--- config.mk ---
export PLATFORM = sky130hd
export DESIGN_NAME = bpsk_upsampler
export DESIGN_NICKNAME = d
export VERILOG_FILES = /design/src/rtl/rfkit_pkg.sv /design/src/rtl/bpsk_upsampler_mapper.sv /design/src/rtl/bpsk_upsampler.sv
export SDC_FILE = /design/constraint.sdc
export NUM_CORES = 1
export LEC_CHECK = 0
export CORE_MARGIN = 2
export CORE_UTILIZATION = 25
export CTS_BUF_LIST = sky130_fd_sc_hd__clkbuf_4
export DETAILED_ROUTE_END_ITERATION = 10
export GPL_TIMING_DRIVEN = 0
export MAX_ROUTING_LAYER = met4
export PLACE_DENSITY_LB_ADDON = 0.1
export SETUP_SLACK_MARGIN = 0.1
export SLEW_MARGIN = 30
export SYNTH_ARGS = -nofsm -noshare
export SYNTH_HDL_FRONTEND = slang
export SYNTH_SLANG_ARGS = --single-unit
--- constraint.sdc ---
create_clock -name clk -period 2.4 [get_ports clk]
set_input_delay 0.72 -clock clk [delete_from_list [all_inputs] [get_ports clk]]
set_output_delay 0.72 -clock clk [all_outputs]
set_load 0.02 [all_outputs]
--- src/rtl/rfkit_pkg.sv ---
// Shared RF datapath types: the sample format used by the BPSK front end and fir_rrc.
package rfkit_pkg;

  localparam int SAMPLE_WIDTH = 12;
  localparam int SAMPLE_MAX   = 2047;

  typedef logic signed [SAMPLE_WIDTH-1:0] sample_t;

endpackage

--- src/rtl/bpsk_upsampler_mapper.sv ---
// Combinational BPSK symbol mapper: bit 0 -> +AMPLITUDE, bit 1 -> -AMPLITUDE.
module bpsk_mapper
  import rfkit_pkg::*;
#(
  parameter int AMPLITUDE = SAMPLE_MAX
) (
  input  logic    bit_in,
  output sample_t sample
);

  localparam sample_t POS = sample_t'(AMPLITUDE);
  localparam sample_t NEG = sample_t'(-AMPLITUDE);

  assign sample = bit_in ? NEG : POS;

endmodule

--- src/rtl/bpsk_upsampler.sv ---
// BPSK upsampler: one-entry bit buffer, symbol mapping and zero-stuffing to
// SAMPLES_PER_SYMBOL samples per symbol, with starvation tracking.
module bpsk_upsampler
  import rfkit_pkg::*;
#(
  parameter int SAMPLES_PER_SYMBOL = 4,
  parameter int AMPLITUDE          = 2047
) (
  input  logic        clk,
  input  logic        rst,
  input  logic        enable,
  input  logic        bit_in,
  input  logic        bit_valid,
  output logic        bit_ready,
  output sample_t     out,
  output logic        symbol_strobe,
  output logic        underflow,
  output logic [15:0] underflow_count
);

  if (SAMPLES_PER_SYMBOL < 2 || SAMPLES_PER_SYMBOL > 16) begin : g_bad_sps
    $error("bpsk_upsampler: SAMPLES_PER_SYMBOL must be in 2..16");
  end
  if (AMPLITUDE < 1 || AMPLITUDE > SAMPLE_MAX) begin : g_bad_amp
    $error("bpsk_upsampler: AMPLITUDE must be in 1..2047");
  end

  localparam int             PW         = $clog2(SAMPLES_PER_SYMBOL);
  localparam logic [PW-1:0]  PHASE_LAST = PW'(SAMPLES_PER_SYMBOL - 1);

  logic [PW-1:0] phase_q, phase_d;
  logic          hold_bit_q, hold_bit_d;
  logic          hold_valid_q, hold_valid_d;
  sample_t       out_q, out_d;
  logic          symbol_strobe_q, symbol_strobe_d;
  logic          underflow_q, underflow_d;
  logic [15:0]   underflow_count_q, underflow_count_d;

  logic    slot;
  logic    transfer;
  sample_t mapped;

  bpsk_mapper #(.AMPLITUDE(AMPLITUDE)) u_mapper (
    .bit_in (hold_bit_q),
    .sample (mapped)
  );

  // Ready in a slot even when full: the held bit is consumed on the same edge.
  assign slot      = enable && (phase_q == '0);
  assign bit_ready = !rst && (!hold_valid_q || slot);
  assign transfer  = bit_valid && bit_ready;

  always_comb begin
    phase_d           = phase_q;
    hold_bit_d        = hold_bit_q;
    hold_valid_d      = hold_valid_q;
    out_d             = '0;
    symbol_strobe_d   = 1'b0;
    underflow_d       = 1'b0;
    underflow_count_d = underflow_count_q;

    if (enable) begin
      phase_d = (phase_q == PHASE_LAST) ? '0 : phase_q + 1'b1;
      if (slot) begin
        if (hold_valid_q) begin
          out_d           = mapped;
          symbol_strobe_d = 1'b1;
          hold_valid_d    = 1'b0;
        end else begin
          underflow_d = 1'b1;
          if (underflow_count_q != 16'hFFFF) underflow_count_d = underflow_count_q + 16'd1;
        end
      end
    end else begin
      phase_d = '0;
    end

    // A refill overrides the consume above, so back-to-back symbols keep the entry full.
    if (transfer) begin
      hold_bit_d   = bit_in;
      hold_valid_d = 1'b1;
    end
  end

  always_ff @(posedge clk or posedge rst) begin
    if (rst) begin
      phase_q           <= '0;
      hold_bit_q        <= 1'b0;
      hold_valid_q      <= 1'b0;
      out_q             <= '0;
      symbol_strobe_q   <= 1'b0;
      underflow_q       <= 1'b0;
      underflow_count_q <= '0;
    end else begin
      phase_q           <= phase_d;
      hold_bit_q        <= hold_bit_d;
      hold_valid_q      <= hold_valid_d;
      out_q             <= out_d;
      symbol_strobe_q   <= symbol_strobe_d;
      underflow_q       <= underflow_d;
      underflow_count_q <= underflow_count_d;
    end
  end

  assign out             = out_q;
  assign symbol_strobe   = symbol_strobe_q;
  assign underflow       = underflow_q;
  assign underflow_count = underflow_count_q;

endmodule

# [Yosys cells after proc, flatten, opt, wreduce, memory -nomap -nowiden]
# Cells that the tools add are included.
[totals] register_bits=34 latch_bits=0 ramBits=0 mem_bits_ro=0 input_bits=5 out_inout_bits=31 wordCells=38 n_memories=0
[op_classes] n_addsub=2 mul=0 n_div=0 order_cmp=0 eq_ne=2 shift=0 muxes=15 bitwise_logic=1 reduce_logical=11
[ops] operator="$mux 12" n=4
[ops] operator="$add 16x1->16 const B" n=1
[ops] operator="$ne 16x16->1 const B" n=1
[ops] operator="$mux 1" n=9
[ops] operator="$mux 2" n=2
[ops] operator="$reduce_and 4->1" n=1
[ops] operator="$reduce_bool 2->1" n=2
[ops] operator="$logic_and 1x1->1" n=3
[ops] operator="$add 2x1->2 const B" n=1
[ops] operator="$eq 2x2->1 const B" n=1
[ops] operator="$logic_not 1->1" n=2
[ops] operator="$logic_not 2->1" n=1
[ops] operator="$reduce_and 2->1" n=1
[ops] operator="$logic_or 1x1->1" n=1
[ops] operator="$not 1->1" n=1

# [Logic depth before layout (Yosys ltp)]
[depth] depth_word=7 mapped_depth=7 mapped_depth_nobuf=7

# [Hierarchy]
# From an unflattened synthesis, not the netlist that was laid out.
[hier_totals] cells_unflattened=134 area_unflattened_um2=1550.2
[by_module_without_submodules] mod="bpsk_upsampler" instances=1 cells_each=121 area_per_inst_um2=1460.2 seq_area_each_um2=850.8
[by_module_without_submodules] mod="bpsk_mapper" instances=1 cells_each=13 area_per_inst_um2=90.1 seq_area_each_um2=0.0

# [Worst setup path before layout]
# OpenSTA, ideal clock, no wires.
[synth_timing] path_type="input-to-reg" start="in rst" end="reg hold_bit_q" setup_time_ns=0.125 t_arrival_ns=1.863 required_time_ns=2.275 path_slack_ns=0.413 cell_stages=4 n_path_buf=0 path_cell_list="inv_1 > nand2_1 > a21oi_1 > mux2_2"
[synth_via] elab_chain_len=3
[synth_rtl] element="from (decl)" line_no="bpsk_upsampler.sv:10" text="input logic rst,"
[synth_rtl] element="$logic_not 1->1 (no line)"
[synth_rtl] element="$logic_and 1x1->1" line_no="bpsk_upsampler.sv:50" text="assign bit_ready = !rst && (!hold_valid_q || slot);"
[synth_rtl] element="$logic_and 1x1->1" line_no="bpsk_upsampler.sv:51" text="assign transfer = bit_valid && bit_ready;"
[synth_rtl] element="to (signal assigned)" line_no="bpsk_upsampler.sv:96" text="hold_bit_q <= hold_bit_d;"
[synth_rtl] element="to (decl)" line_no="bpsk_upsampler.sv:32" text="logic hold_bit_q, hold_bit_d;"
# No other way between the ends.
# A chain may end at the register's enable or synchronous reset.

==> impl_metrics.csv <==
group,metric,value,unit
finish,drive_gt1_frac,0.161,
worst_hold_path,hold_start,"hold_bit_q",
worst_setup_path,cp_top_family,"buffers and inverters",
worst_hold_path,hp-class,"flop to flop",
placed_design,dpl_worst_slack,-0.465,ns
die,row_count,24,
grt,grt_first_pass_wirelength,3.78,mm
worst_setup_path,slowest_delay,0.59,ns
die,initial_core_util,0.265,
sta,hold_violations,0,
pwr,ir_worst_vdd,0.468,mV
synth,synthTopCellsByArea,"dfrtp_1, xor2_1, buf_4, ha_1, nor3_1",
cts,cts_setup_buffers,0,
sta,clock_skew,0.00422,ns
finish,most-common-layout-cells,"clkdlybuf4s50_1, dfrtp_1, xor2_1",
route,wl_met2,1.03,mm
cts,cts.sinks,24,
route,drc,0,
cts,clkTransAtPathRegs,0.12,ns
placed_design,placed_cells,192,
outcome,status,"complete, no violations",
synth,synth.top_cell.area_share,0.510,
sta,slew-limit-headroom,0.608,
pwr,power_density,676,nW/um2
placed_design,place_hpwl,1.70,mm
worst_setup_path,cp_cell_sequence,"buf_4 -> clkdlybuf4s50_1",
route,vias,852,
route,first_pass_iters,4,
grt,grt_max_degree,26,
synth,syn_inst,105,
finish,final_util,0.363,
worst_setup_path,cp.required,1.68,ns
placed_design,numPortBuffers,35,
placed_design,globalplace.congestion,0.768,
sta,slew_violations,0,
die,core_area,4440,um2
finish,syn_to_final_growth,36.9,%
route,wire_per_inst,11.5,um
grt,antenna_found_initial,0,
finish,mostFrequentLayoutCell,"clkdlybuf4s50_1",
sta,min_period,2.21,ns
worst_setup_path,cp_max_fo,10,
route,drt_iter0_markers,34,
worst_setup_path,path_class,"flop to primary output",
route,wl_met3,131,um
synth,yosysUniqueCellTypes,25,
cts,ctsLongestPathBuffers,2,
finish,finish.instance_area,1610,um2
cts,cts_resized,7,
worst_setup_path,crit_arrival,1.49,ns
grt,grt_pass1_vias,785,
synth,yosysWarnings,0,
worst_setup_path,crit_start,"out[10]",
finish,nNetsFinal,153,
cts,root_buffer,"clkbuf_4",
route,viasPerCell,4.37,
worst_setup_path,crit_buf_inv,2,
sta,fmax,0.452,GHz
sta,worst_slack,0.190,ns
synth,synth-seq-cells,24,
route,drt_wl_total,2.24,mm
die,boundaryPins,36,
worst_setup_path,cp-end-kind,"primary output",
job,cap_viol_max_count,0,
synth,synth_top_area_cell,"dfrtp_1",
synth,seq_area_frac_synth,0.510,
sta,setup_tns,0,ns
worst_setup_path,startpoint_type,"flop",
sta,fin_crit_sh,0.921,
route,top_layer,"met4",
sta,rsz0062_at_grt,"false",
die,die_y,72.7,um
cts,insertion_delay,0.31,ns
finish,diodes,0,
cts,cts_max_level,1,
grt,grt-ovfl-total,0,
finish,fin_cells,195,
grt,grtUsageTotal,0.0942,
route,wl_met1,1.04,mm
synth,synthesis.area,1180,um2
worst_setup_path,reg2reg_from,"underflow_count[0]",
die,die_w,72.7,um
pwr,power.leakage,0.000765,uW
cts,numCtsBuffers,3,
cts,ctsHoldBuffers,0,
route,postRouteAntennaNets,0,
sta,setup_viol,0,
sta,worstMarginPinSlew,0.586,ns
worst_setup_path,slowest_stage,"clkdlybuf4s50_1",
cts,cts_tree,"yes",
die,dieArea,5280,um2
placed_design,place_area,1590,um2
synth,synth_area_per_cell,11.2,um2
synth,syn-num-nets,113,
==> final timing paths <==
| kind | endpoint | slack (ns) | depth (start not counted) |
|---|---|---|---|
| min in group asynchronous | out[11] | 0.78 | 2 |
| min reg2reg | out[10] | 0.44 | 1 |
| max | out[7] | 0.19 | 2 |
| max reg2reg | underflow_count[1] | 0.38 | 4 |
| min | out[10] | 0.44 | 1 |
| max in group asynchronous | out[10] | 1.25 | 2 |
==> flip-flops by register name (all words and copies together), names as in the netlist <==
| name | cells |
|---|---|
| underflow_count | 16 |
| hold_valid_q | 1 |
| underflow | 1 |
| hold_bit_q | 1 |
| phase_q | 2 |
| out | 2 |
| symbol_strobe | 1 |
==> cell families after synthesis <==
group,count (synthesis),share of synthesized area
AOI/OAI and AO/OA,3,0.0319
and+or+nand+nor,41,0.210
adders and majority gates,3,0.0319
DFF,24,0.510
buffers and inverters,17,0.0860
xor gates and xnor gates,15,0.111
muxes,2,0.0191
==> Yosys cell counts <==
cell type and n:
ha_1 3, o41ai_4 1, mux2_2 2, buf_4 10, and2_1 2, nand2_1 8
dfrtp_1 24, nand4_2 1, nor4b_2 1, inv_1 7, nor2b_1 1, nand3b_1 1
or4_4 1, nand4_4 1, nor4_1 2, nor3b_1 2, or3_1 1, nand3_1 4
nor2_1 6, nor3_1 6, and3_1 1, nand4_1 3, a21oi_1 2, xor2_1 12
xnor2_1 3
==> final cells by class <==
type	instances	area [um2]
plain buffers	10	75.1
clock buffers	3	22.5
fillers	443	2830
inverters	7	26.3
multi-input cells	64	477
flip-flops and latches	24	602
well taps	52	65.1
repair buffers	35	347
==> through the flow <==
step           hold WS [ns]  power (uW)
5_1_grt               0.482        1160
4_1_cts               0.450        1110
2_1_floorplan         0.412         751
3_3_place_gp          0.434         921
3_5_place_dp          0.436         926
6_report              0.444        1090
==> where the power goes <==
| group | internal, uW | switching (uW) | leakage (uW) | total (uW) |
|---|---|---|---|---|
| combinational | 192 | 178 | 0.000444 | 370 |
| clock | 58.8 | 118 | 0.0000138 | 177 |
| sequential | 465 | 78.2 | 0.000307 | 543 |
| total | 716 | 374 | 0.000765 | 1090 |
==> per-layer routing <==
layer  track usage  vias up
met3        0.0193        5
met5             -        -
met1         0.127      400
met4        0.0370        0
met2         0.138       29
li1              -      418
(Power assumes the default switching activity.)
